## config.mk

```make
export PLATFORM = sky130hd
export DESIGN_NAME = unidade_controle_mc_flat
export DESIGN_NICKNAME = d
export VERILOG_FILES = /design/src/rtl/unidade_controle_mc_pkg.sv /design/src/rtl/unidade_controle_mc_if.sv /design/src/rtl/unidade_controle_mc_alu_control.sv /design/src/rtl/unidade_controle_mc.sv /design/src/flat_wrapper.sv
export SDC_FILE = /design/constraint.sdc
export NUM_CORES = 1
export LEC_CHECK = 0
export ABC_AREA = 1
export BUFFER_PORTS_ARGS = -buffer_cell sky130_fd_sc_hd__buf_2
export CAP_MARGIN = 20
export CORE_MARGIN = 4
export CORE_UTILIZATION = 30
export CTS_CLUSTER_DIAMETER = 150
export DETAILED_ROUTE_END_ITERATION = 16
export SYNTH_ARGS = -nofsm -noshare
export SYNTH_HDL_FRONTEND = slang
export SYNTH_SLANG_ARGS = --single-unit
```

## constraint.sdc

```tcl
create_clock -name clock -period 1.4 [get_ports clock]
set_clock_uncertainty 0.15 [all_clocks]
set_input_delay 0.07 -clock clock [delete_from_list [all_inputs] [get_ports clock]]
set_output_delay 0.07 -clock clock [all_outputs]
set_load 0.01 [all_outputs]
```

## src/rtl/unidade_controle_mc_pkg.sv

```systemverilog
// Shared constants for the multi-cycle control unit: opcodes, ULA codes,
// FSM state encoding and the PC / write-back mux selects.
package uc_pkg;

  localparam logic [6:0] OP_LOAD   = 7'b0000011;
  localparam logic [6:0] OP_STORE  = 7'b0100011;
  localparam logic [6:0] OP_R      = 7'b0110011;
  localparam logic [6:0] OP_I      = 7'b0010011;
  localparam logic [6:0] OP_BRANCH = 7'b1100011;
  localparam logic [6:0] OP_JAL    = 7'b1101111;
  localparam logic [6:0] OP_JALR   = 7'b1100111;
  localparam logic [6:0] OP_AUIPC  = 7'b0010111;

  localparam logic [3:0] ALU_ADD = 4'b0010;
  localparam logic [3:0] ALU_SUB = 4'b0110;
  localparam logic [3:0] ALU_AND = 4'b0000;
  localparam logic [3:0] ALU_OR  = 4'b0001;
  localparam logic [3:0] ALU_SLT = 4'b0111;

  typedef enum logic [2:0] {
    ST_FETCH  = 3'd0,
    ST_DECODE = 3'd1,
    ST_EXEC   = 3'd2,
    ST_MEM    = 3'd3,
    ST_WB     = 3'd4,
    ST_HALT   = 3'd5
  } state_e;

  localparam logic [1:0] PC_SRC_PC4 = 2'b00;
  localparam logic [1:0] PC_SRC_IMM = 2'b01;
  localparam logic [1:0] PC_SRC_ALU = 2'b10;

  localparam logic [1:0] WB_MEM = 2'b00;
  localparam logic [1:0] WB_ALU = 2'b01;
  localparam logic [1:0] WB_PC4 = 2'b10;
  localparam logic [1:0] WB_IMM = 2'b11;

endpackage

```

## src/rtl/unidade_controle_mc_if.sv

```systemverilog
// Control interface between the control unit (master) and the datapath (slave).
interface unidade_controle_mc_if;
  logic       run;
  logic [6:0] opcode;
  logic [2:0] funct3;
  logic       funct7;
  logic       alu_flag;
  logic       ir_we;
  logic       pc_we;
  logic [1:0] pc_src;
  logic       rf_we;
  logic       mem_we;
  logic       alu_src;
  logic       alu_a_sel;
  logic [1:0] wb_sel;
  logic [3:0] alu_ctrl;
  logic       instr_done;
  logic [2:0] state_dbg;

  modport master (
    input  run, opcode, funct3, funct7, alu_flag,
    output ir_we, pc_we, pc_src, rf_we, mem_we, alu_src, alu_a_sel,
           wb_sel, alu_ctrl, instr_done, state_dbg
  );

  modport slave (
    output run, opcode, funct3, funct7, alu_flag,
    input  ir_we, pc_we, pc_src, rf_we, mem_we, alu_src, alu_a_sel,
           wb_sel, alu_ctrl, instr_done, state_dbg
  );
endinterface

```

## src/rtl/unidade_controle_mc_alu_control.sv

```systemverilog
// Combinational ULA operation decode from the IR fields.
module alu_control
  import uc_pkg::*;
(
  input  logic [6:0] opcode,
  input  logic [2:0] funct3,
  input  logic       funct7,
  output logic [3:0] alu_ctrl
);

  always_comb begin
    alu_ctrl = ALU_ADD;
    case (opcode)
      OP_R, OP_I: begin
        case (funct3)
          // funct7 selects sub only for register-register; addi has no sub form
          3'b000:  alu_ctrl = (opcode == OP_R && funct7) ? ALU_SUB : ALU_ADD;
          3'b111:  alu_ctrl = ALU_AND;
          3'b110:  alu_ctrl = ALU_OR;
          3'b010:  alu_ctrl = ALU_SLT;
          default: alu_ctrl = ALU_ADD;
        endcase
      end
      OP_BRANCH: alu_ctrl = ALU_SUB;
      default:   alu_ctrl = ALU_ADD;
    endcase
  end

endmodule

```

## src/rtl/unidade_controle_mc.sv

```systemverilog
// Multi-cycle control unit sequencing each instruction through FETCH/DECODE/EXEC/MEM/WB.
// Build option UC_ILLEGAL_TRAP_EN: unlisted opcodes trap into a sticky HALT instead of a NOP.
//
// state  | meaning
// FETCH  | idle while run=0; otherwise count MEM_LAT cycles, load IR on the last
// DECODE | register bank registered read
// EXEC   | ULA operation; branches and NOPs retire here
// MEM    | count MEM_LAT cycles of data access; stores retire on the last
// WB     | register write-back and PC update
// HALT   | illegal-opcode trap, left only by reset
module unidade_controle_mc
  import uc_pkg::*;
#(
  parameter int MEM_LAT = 1
) (
  input  logic                  clock,
  input  logic                  reset,
  unidade_controle_mc_if.master cif
);

  localparam logic [3:0] LAST_CNT = 4'(MEM_LAT - 1);

  state_e     state_q, state_d;
  logic [3:0] cnt_q, cnt_d;
  logic       cnt_last;
  logic       sel_a, sel_b;
  logic [3:0] alu_ctrl_raw;

  alu_control u_alu_control (
    .opcode   (cif.opcode),
    .funct3   (cif.funct3),
    .funct7   (cif.funct7),
    .alu_ctrl (alu_ctrl_raw)
  );

  assign cnt_last      = (cnt_q == LAST_CNT);
  assign cif.alu_ctrl  = reset ? ALU_ADD : alu_ctrl_raw;
  assign cif.state_dbg = state_q;

  always_comb begin
    sel_a = 1'b0;
    sel_b = 1'b0;
    case (cif.opcode)
      OP_R, OP_BRANCH:            begin sel_a = 1'b1; sel_b = 1'b1; end
      OP_I, OP_LOAD, OP_STORE,
      OP_JALR:                    sel_a = 1'b1;
      default:                    ;
    endcase
  end

  always_comb begin
    state_d        = state_q;
    cnt_d          = cnt_q;
    cif.ir_we      = 1'b0;
    cif.pc_we      = 1'b0;
    cif.pc_src     = PC_SRC_PC4;
    cif.rf_we      = 1'b0;
    cif.mem_we     = 1'b0;
    cif.alu_src    = 1'b0;
    cif.alu_a_sel  = 1'b0;
    cif.wb_sel     = WB_MEM;
    cif.instr_done = 1'b0;
    case (state_q)
      ST_FETCH: begin
        if (cif.run) begin
          if (cnt_last) begin
            cif.ir_we = 1'b1;
            cnt_d     = 4'd0;
            state_d   = ST_DECODE;
          end else begin
            cnt_d = cnt_q + 4'd1;
          end
        end
      end
      ST_DECODE: state_d = ST_EXEC;
      ST_EXEC: begin
        cif.alu_a_sel = sel_a;
        cif.alu_src   = sel_b;
        case (cif.opcode)
          OP_R, OP_I, OP_JAL, OP_JALR, OP_AUIPC: state_d = ST_WB;
          OP_LOAD, OP_STORE:                     state_d = ST_MEM;
          OP_BRANCH: begin
            cif.pc_we      = 1'b1;
            cif.pc_src     = cif.alu_flag ? PC_SRC_IMM : PC_SRC_PC4;
            cif.instr_done = 1'b1;
            state_d        = ST_FETCH;
          end
          default: begin
`ifdef UC_ILLEGAL_TRAP_EN
            state_d = ST_HALT;
`else
            cif.pc_we      = 1'b1;
            cif.instr_done = 1'b1;
            state_d        = ST_FETCH;
`endif
          end
        endcase
      end
      ST_MEM: begin
        cif.alu_a_sel = sel_a;
        cif.alu_src   = sel_b;
        if (cnt_last) begin
          cnt_d = 4'd0;
          if (cif.opcode == OP_STORE) begin
            cif.mem_we     = 1'b1;
            cif.pc_we      = 1'b1;
            cif.instr_done = 1'b1;
            state_d        = ST_FETCH;
          end else begin
            state_d = ST_WB;
          end
        end else begin
          cnt_d = cnt_q + 4'd1;
        end
      end
      ST_WB: begin
        cif.alu_a_sel  = sel_a;
        cif.alu_src    = sel_b;
        cif.rf_we      = 1'b1;
        cif.pc_we      = 1'b1;
        cif.instr_done = 1'b1;
        state_d        = ST_FETCH;
        case (cif.opcode)
          OP_LOAD: cif.wb_sel = WB_MEM;
          OP_JAL:  begin cif.wb_sel = WB_PC4; cif.pc_src = PC_SRC_IMM; end
          OP_JALR: begin cif.wb_sel = WB_PC4; cif.pc_src = PC_SRC_ALU; end
          default: cif.wb_sel = WB_ALU;
        endcase
      end
      ST_HALT: state_d = ST_HALT;
      default: state_d = ST_FETCH;
    endcase
    // Strobes are suppressed while reset is sampled so an aborted access never commits.
    if (reset) begin
      cif.ir_we      = 1'b0;
      cif.pc_we      = 1'b0;
      cif.pc_src     = PC_SRC_PC4;
      cif.rf_we      = 1'b0;
      cif.mem_we     = 1'b0;
      cif.alu_src    = 1'b0;
      cif.alu_a_sel  = 1'b0;
      cif.wb_sel     = WB_MEM;
      cif.instr_done = 1'b0;
    end
  end

  always_ff @(posedge clock) begin
    if (reset) begin
      state_q <= ST_FETCH;
      cnt_q   <= 4'd0;
    end else begin
      state_q <= state_d;
      cnt_q   <= cnt_d;
    end
  end

endmodule
```

## src/flat_wrapper.sv

```systemverilog
// flat-port wrapper written by rule: the top's interface ports become plain ports
module unidade_controle_mc_flat import uc_pkg::*;
#(
  parameter int MEM_LAT = 1
)
  (clock, reset, cif_run, cif_opcode, cif_funct3, cif_funct7, cif_alu_flag, cif_ir_we, cif_pc_we, cif_pc_src, cif_rf_we, cif_mem_we, cif_alu_src, cif_alu_a_sel, cif_wb_sel, cif_alu_ctrl, cif_instr_done, cif_state_dbg);
  unidade_controle_mc_if cif_i ();
  input  logic clock;
  input  logic reset;
  input wire logic [$bits(cif_i.run)-1:0] cif_run;
  input wire logic [$bits(cif_i.opcode)-1:0] cif_opcode;
  input wire logic [$bits(cif_i.funct3)-1:0] cif_funct3;
  input wire logic [$bits(cif_i.funct7)-1:0] cif_funct7;
  input wire logic [$bits(cif_i.alu_flag)-1:0] cif_alu_flag;
  output wire logic [$bits(cif_i.ir_we)-1:0] cif_ir_we;
  output wire logic [$bits(cif_i.pc_we)-1:0] cif_pc_we;
  output wire logic [$bits(cif_i.pc_src)-1:0] cif_pc_src;
  output wire logic [$bits(cif_i.rf_we)-1:0] cif_rf_we;
  output wire logic [$bits(cif_i.mem_we)-1:0] cif_mem_we;
  output wire logic [$bits(cif_i.alu_src)-1:0] cif_alu_src;
  output wire logic [$bits(cif_i.alu_a_sel)-1:0] cif_alu_a_sel;
  output wire logic [$bits(cif_i.wb_sel)-1:0] cif_wb_sel;
  output wire logic [$bits(cif_i.alu_ctrl)-1:0] cif_alu_ctrl;
  output wire logic [$bits(cif_i.instr_done)-1:0] cif_instr_done;
  output wire logic [$bits(cif_i.state_dbg)-1:0] cif_state_dbg;
  assign cif_i.run = cif_run;
  assign cif_i.opcode = cif_opcode;
  assign cif_i.funct3 = cif_funct3;
  assign cif_i.funct7 = cif_funct7;
  assign cif_i.alu_flag = cif_alu_flag;
  assign cif_ir_we = cif_i.ir_we;
  assign cif_pc_we = cif_i.pc_we;
  assign cif_pc_src = cif_i.pc_src;
  assign cif_rf_we = cif_i.rf_we;
  assign cif_mem_we = cif_i.mem_we;
  assign cif_alu_src = cif_i.alu_src;
  assign cif_alu_a_sel = cif_i.alu_a_sel;
  assign cif_wb_sel = cif_i.wb_sel;
  assign cif_alu_ctrl = cif_i.alu_ctrl;
  assign cif_instr_done = cif_i.instr_done;
  assign cif_state_dbg = cif_i.state_dbg;
  unidade_controle_mc #(.MEM_LAT(MEM_LAT)) u_core (.clock(clock), .reset(reset), .cif(cif_i));
endmodule
```

# Word-level counts from Yosys, hierarchy flattened
# Index checks and enable logic that the tools add are counted.
# classes
n_addsub	1
n_eq_ne	19
n_mux	40
reduce_logical	15
# ops
op	count
== test 7 bit, second input constant	3
two-way mux 1 bit	19
one-hot mux 4 bit (2 select lines)	2
two-way mux 3 bit	5
one-hot mux 3 bit (5 select lines)	1
== test 7 x 5 -> 1 bit, second input constant	2
== test 7 x 6 -> 1 bit, second input constant	2
== test 3 bit, second input constant	4
two-way mux 4 bit	3
one-hot mux 2 bit (2 select lines)	3
one-hot mux 3 bit (4 select lines)	1
== test 3 x 2 -> 1 bit, second input constant	3
two-way mux 2 bit	4
OR reduction 2 bit	4
== test 7 x 2 -> 1 bit, second input constant	1
OR reduction 7 bit	1
logical NOT 3 bit	2
one-hot mux 3 bit (2 select lines)	1
OR reduction 6 bit	1
OR reduction 5 bit	1
adder 4 x 1 -> 4 bit, second input constant	1
logical NOT 4 bit	1
inequality test 2 x 1 -> 1 bit, second input constant	2
== test 3 x 1 -> 1 bit, second input constant	1
other kinds (7)	7
# word_totals
regBits	7
output_inout_bits	18
word_cells	77

# Depth between registers and ports, before layout
# Gate-level depths: netlist (run 1).
# logic_depth
depth_word	6
mapped_depth	8

# By module
# Synthesis (run 1) repeated with hierarchy kept, for this count alone.
# unflattened
hier_cells	153
area_unflattened_um2	834.6
# by_module_without_submodules
module	n_inst	cells_each	area_per_inst_um2
unidade_controle_mc	1	125	708.2
alu_control	1	28	126.4

# Worst setup path after synthesis (run 1)
# No wires, ideal clock.
# synth_path
path_type	flip-flop to output port
startpoint	register u_core.state_q[1] (netlist: u_core.cif.state_dbg[1])
endpoint	output cif_pc_we
arrival_ps	1273
required_time_ps	1180
setup_slack_ps	-93
path_stages_with_launch	8
path_buffers	1
cell_sequence	dfxtp_1 -> nand2_1 -> nor2_2 -> nand2_1 -> inv_1 -> nand3_1 -> a21oi_1 -> buf_4
# synth_via
elab_chain_cells	3
# synth_lines
element	line	rtl
start, declared	unidade_controle_mc.sv:23	state_e state_q, state_d;
start signal, assigned	unidade_controle_mc.sv:152	state_q <= state_d;
== test 3 bit / == test 3 x 2 -> 1 bit (equally long branches)	--	
one-hot mux 1 bit (3 select lines) (*)	--	
two-way mux 1 bit (*)	--	
end, declared	flat_wrapper.sv:16	output wire logic [$bits(cif_i.pc_we)-1:0] cif_pc_we;
# Every way passes the cells marked *; elsewhere a longest branch is shown, timed or not.

# Final worst setup path (run 1)
# layout_path
startpoint	register u_core.state_q[1] (netlist: u_core.cif.state_dbg[1])
endpoint	output cif_alu_src
# layout_via
elab_chain_cells	4
# layout_lines
element	line	rtl
== test 3 x 2 -> 1 bit / == test 3 bit (equally long branches)	unidade_controle_mc.sv:63	case (state_q)
OR reduction 3 bit (no line) (*)	--	
two-way mux 1 bit (*)	unidade_controle_mc.sv:63	
two-way mux 1 bit (*)	unidade_controle_mc.sv:134	if (reset) begin
end, declared	flat_wrapper.sv:20	output wire logic [$bits(cif_i.alu_src)-1:0] cif_alu_src;
# Marked as above.

==> flow_summary.ini, run 1 <==
[placed_design]
portBuffers = 31
gp_congestion = 0.908
dp_hpwl_um = 1770

[timing]
max_clock_freq_ghz = 0.641
whs_ns = 0.0515
hold_viol_final = 0
final_max_slew_viol_count = 0
fin_crit_ns = 1.56
finalSetupTns_ns = -1.16
rsz0062_at_grt = true
setup_violations = 10
fin_crit_sh = 1.11
setup_ws_ns = -0.159

[run_status]
violations = setup timing
outcome = complete, but fails checks

[clock_tree]
numCtsBuffers = 3
cts_tree = yes
htreeDepth = 1
root_buffer = clkbuf_4
clk_pin_slew_ns = 0.07
clk-insertion-delay-late_ns = 0.26
clock_sinks = 7
clock_path_buffers = 2

[logic_synthesis]
synth_top_area_share = 0.191
syn_nets = 148
avgSynthCellArea_um2 = 5.59
ys_top_cells_by_area = dfxtp_1, nand2_1, nand3_1
ys_seq_area_frac = 0.191
syn-cell-area_um2 = 732
synth_top_area_cell = dfxtp_1
synthCells = 131
ys_ff_latch = 7
synth.distinct_cells = 25
ys.warnings.count = 0

[finish]
layout_common_cells = buf_2, nand2_1, inv_1
drive_gt1_frac = 0.434
layout_commonest_cell = buf_2
num_antenna_cells = 0
final_net_count = 193
synthToLayoutAreaGrowth_pct = 57.1
fillCellCount = 228

[setup_path]
required_ns = 1.18
cp_max_fo = 4
rrSetupSlack_ns = 0.07
end_kind = primary output
path_depth = 5
reg2reg_to = u_core.cif.state_dbg[2]
endpoint = cif_alu_src
crit_path_top_delay_cell = dfxtp_4
start_kind = register
crit_family = flip-flops
critPathMaxStageDelay_ns = 0.37
path_buf_inv = 1
crit_path_start = u_core.cif.state_dbg[1]
r2r-start = u_core.cnt_q[3]
cp_cell_sequence = nor2_4 -> nand2_4 -> a21oi_2 -> a21boi_2 -> buf_2
worstSetupPathType = reg -> out
ff2ff_path_depth = 6
cp.arrival_ns = 1.34

[floorplan]
ios = 33
initial_core_util = 0.322
core_mm2 = 0.00228
die_x_um = 57.4
die-area_mm2 = 0.00329
die_height_um = 57.4
core.rowCount = 17

[pwr]
ir_drop_mv = 0.894
powerDensity_mw_per_mm2 = 1080
finalPower_w = 0.00124
leakage_nw = 0.595

[run]
cap_violations = 0

[grt]
antenna_found_initial = 0
use_met3 = 0.0339
grt_pass1_vias = 895
grt_max_degree = 15
gr-usage-all-layers = 0.146
use_met1 = 0.190
grt_use_met2 = 0.234
grt_busiest_layer = met2
grt_pass1_wl_um = 3880
grt-ovfl-total = 0

[routing]
drtPass1Iterations = 4
drtAntennaViolNets = 0
drc = 0
vias_per_cell = 5.10
first_iter_violations = 37
vias = 1036
wire_per_inst_um = 12.3
routed_wl_um = 2500

[min_path]
min_path_cells = 2
hold_class = in -> reg
[worst register-to-register path: cells and delay by family, from the launching register on]
kind                   cells  cell delay, ns
and+or+nand+nor            3            0.33
AOI/OAI and AO/OA          2            0.27
DFF                        1            0.35
buffers and inverters      1            0.16
[metal layers]
metal | part of all wire | routed length [µm]
met1 | 0.44 | 1110
met3 | 0.067 | 168
met2 | 0.48 | 1190
met5 | 0 | 0
met4 | 0.014 | 36
[stage by stage]
stage	instance area (µm²)	setup WS, ns	util	std cells
after global placement	937	-0.0224	0.412	190
final	1150	-0.159	0.505	203
after detailed placement	937	-0.0259	0.412	190
after CTS	1100	-0.157	0.484	201
after floorplan	743	0.00338	-	131
after global routing	1150	-0.224	0.505	203
[what timing repair did]
item | in CTS | in global routing
hold buffers | 0 | 0
endpoints found under the hold margin | 0 | 0
buffers inserted | 7 | 2
pin swaps | 10 | 4
endpoints found under the setup margin | 11 | 10
resized for setup | 23 | 7
cloned | 0 | 0
[flip-flops by register name, summed over array words and instances (netlist names)]
| name | cells |
|---|---|
| u_core.cif.state_dbg | 3 |
| u_core.cnt_q | 4 |
[worst min path at each step]
stage / startpoint / endpoint / slack, ns
floorplan: reset / cif_rf_we / 0.02
detailed placement: cif_funct3[2] / cif_alu_ctrl[1] / 0.29
global route: reset / u_core.cnt_q[0] / 0.07
CTS: reset / u_core.cnt_q[2] / 0.04
finish: reset / u_core.cnt_q[3] / 0.05
global placement: cif_funct3[2] / cif_alu_ctrl[1] / 0.28
[Yosys cell counts]
cell and instances:
conb_1 1, nand2_2 2, ha_1 2, nand2_1 26
nand4_1 2, a21boi_0 1, nor2_2 3, o211ai_1 1
o21ai_1 3, dfxtp_1 7, xor2_1 1, xnor2_1 1
buf_4 2, nand3_2 1, inv_2 3, nor2_4 1
o21ai_0 3, nor2_1 18, clkbuf_1 1, a21boi_1 1
nor3_1 3, nor4_1 1, inv_1 19, a21oi_1 10
nand3_1 18
[kinds of logic after synthesis]
logic type,count (synthesis),synth area share
compound gates,19,0.140
xor+xnor,2,0.0239
fa+ha+maj,2,0.0342
buf+inv,25,0.138
flops,7,0.191
other cells,1,0.00512
simple gates,75,0.467
[layout make-up]
type                       instances  area [µm²]  share of cell area
multi-input combinational         99         599               0.521
timing repair buffer              43         249               0.217
sequential                         7         153               0.133
inverter                          22        87.6              0.0762
tap                               28        35.0              0.0305
clock buffer                       4        26.3              0.0229
[power by group]
group / internal [W] / leakage [nW] / switching, W / total, W
clock: 0.000110 / 0.0150 / 0.0000901 / 0.000200
sequential: 0.000255 / 0.0595 / 0.0000756 / 0.000330
combinational: 0.000311 / 0.520 / 0.000400 / 0.000711
total: 0.000675 / 0.595 / 0.000566 / 0.00124
No activity file was read; power rests on OpenSTA's default activity.
==> run 2: changes to the inputs <==
--- a/constraint.sdc
+++ b/constraint.sdc
@@ -3,3 +3,3 @@
 set_input_delay 0.07 -clock clock [delete_from_list [all_inputs] [get_ports clock]]
 set_output_delay 0.07 -clock clock [all_outputs]
-set_load 0.01 [all_outputs]
+set_load 0.02 [all_outputs]
==> run 2 against run 1 <==
  * The flow still finishes with violations (setup timing)
  * Non-clock buffer count grew 9
  * Cell area is 18% higher
  * First-iteration DRC count is 62% lower
  * Global-route usage up 0.20 points
  * Worst hold slack gained 0.046 ns
  * Combinational power grew 37%
  * Sequential cell count unchanged
==> flow_summary.ini, run 2 (synthesized netlist as in run 1, its figures left out) <==
[run_status]
outcome = complete, but fails checks
violations = setup timing

[run]
cap_violations = 0

[routing]
drc = 0
wire_per_inst_um = 11.2
vias = 1025
drtAntennaViolNets = 0
wl_met1_um = 1000
routed_wl_um = 2370
wl_met2_um = 1170
top_layer = met4
first_iter_violations = 14
vias_per_cell = 4.83
wl_met3_um = 173
drtPass1Iterations = 4

[setup_path]
end_kind = primary output
cp_cell_sequence = inv_4 -> buf_6 -> nand3_4 -> nor2_2 -> a21boi_2 -> a21oi_4 -> buf_6
critPathMaxStageDelay_ns = 0.36
crit_path_start = u_core.cif.state_dbg[2]
ff2ff_path_depth = 8
endpoint = cif_pc_we
reg2reg_to = u_core.cnt_q[1]
cp_max_fo = 5
crit_path_top_delay_cell = dfxtp_4
r2r-start = u_core.cif.state_dbg[2]
start_kind = register
path_common_cell = buf_6
cp.arrival_ns = 1.39
worstSetupPathType = reg -> out
rrSetupSlack_ns = 0.07
required_ns = 1.18

[timing]
hold_viol_final = 0
setup_violations = 10
rsz0062_at_grt = true
final_max_slew_viol_count = 0
setup_ws_ns = -0.210
fin_crit_ns = 1.61
max_clock_freq_ghz = 0.621
fin_crit_sh = 1.15

[grt]
gr-usage-all-layers = 0.148
grt_pass1_wl_um = 3950
grt_pass1_vias = 944
grt-ovfl-total = 0
antenna_found_initial = 0
grt_max_degree = 15

[pwr]
ir_drop_mv = 0.748
powerDensity_mw_per_mm2 = 1070
leakage_nw = 0.667

[finish]
fin_util = 0.596
final_net_count = 202
layout_commonest_cell = nand2_1
synthToLayoutAreaGrowth_pct = 85.5
design_area_mm2 = 0.00136
layout_common_cells = nand2_1, buf_2, buf_4
num_antenna_cells = 0
final_cells = 212
regMostFlops = u_core.cnt_q
largest_reg_flops = 4
drive_gt1_frac = 0.505

[clock_tree]
root_buffer = clkbuf_4
cts_hold_repair.buffers = 0
clock_sinks = 7
htreeDepth = 1
numCtsBuffers = 3
clk_pin_slew_ns = 0.05
clock_path_buffers = 2
cts_tree = yes
clk-insertion-delay-late_ns = 0.25

[placed_design]
gp_congestion = 0.845
post_dp_cell_area_mm2 = 0.00103
place_ws_ns = 0.0131
portBuffers = 31
place_inst = 199
dp_hpwl_um = 1810

[floorplan]
core.rowCount = 17
core_mm2 = 0.00228
initial_core_util = 0.322
die_height_um = 57.4
ios = 33
die_x_um = 57.4
die-area_mm2 = 0.00329

[min_path]
hold_class = in -> reg
==> run 2: critical path: cells and delay by family, from the launching register on <==
kind	cells	cell delay (ns)
DFF	1	0.36
buffers and inverters	3	0.31
and+or+nand+nor	2	0.19
AOI/OAI and AO/OA	2	0.27
==> run 2: per-layer routing <==
layer  global-route usage  vias up
li1                     -      529
met1                0.176      463
met2                0.255       31
met3               0.0520        2
met4               0.0298        0
met5                    0        -
==> run 2: timing repair <==
item / in CTS / in global routing
setup buffers: 7 / 3
pin swaps: 6 / 9
gates resized for setup: 29 / 34
endpoints found under the setup margin: 10 / 18
==> run 2: how the worst min path moves through the flow <==
stage | start | end | slack [ns] | cells after the start
3_5_place_dp | reset | u_core.cnt_q[0] | 0.32 | 2
6_report | reset | u_core.cnt_q[2] | 0.1 | 2
4_1_cts | cif_run | u_core.cif.state_dbg[2] | 0.06 | 5
5_1_grt | reset | u_core.cnt_q[3] | 0.10 | 2
2_1_floorplan | reset | cif_rf_we | 0.02 | 1
3_3_place_gp | reset | u_core.cnt_q[2] | 0.31 | 2
==> run 2: where the power goes <==
| part | switching, W | internal [W] | total (W) | leakage, nW |
|---|---|---|---|---|
| clock network | 0.0000770 | 0.000109 | 0.000186 | 0.0150 |
| logic | 0.000511 | 0.000466 | 0.000977 | 0.593 |
| registers | 0.0000467 | 0.000250 | 0.000296 | 0.0597 |
==> run 2: per-stage QoR <==
step           TNS, ns  total power [W]  hold slack [ns]
2_1_floorplan   -0.167         0.000657           0.0215
3_3_place_gp         0         0.000908            0.305
3_5_place_dp         0         0.000919            0.319
4_1_cts          -1.59          0.00127           0.0649
5_1_grt          -2.19          0.00159            0.102
6_report         -1.34          0.00146           0.0980
==> run 2: area by class of cell <==
class | count | area [µm²]
multi-input cells | 99 | 668
repair buffers | 52 | 389
clock buffers | 4 | 26.3
flip-flops and latches | 7 | 151
well taps | 28 | 35.0
fillers | 200 | 918
inverters | 22 | 87.6
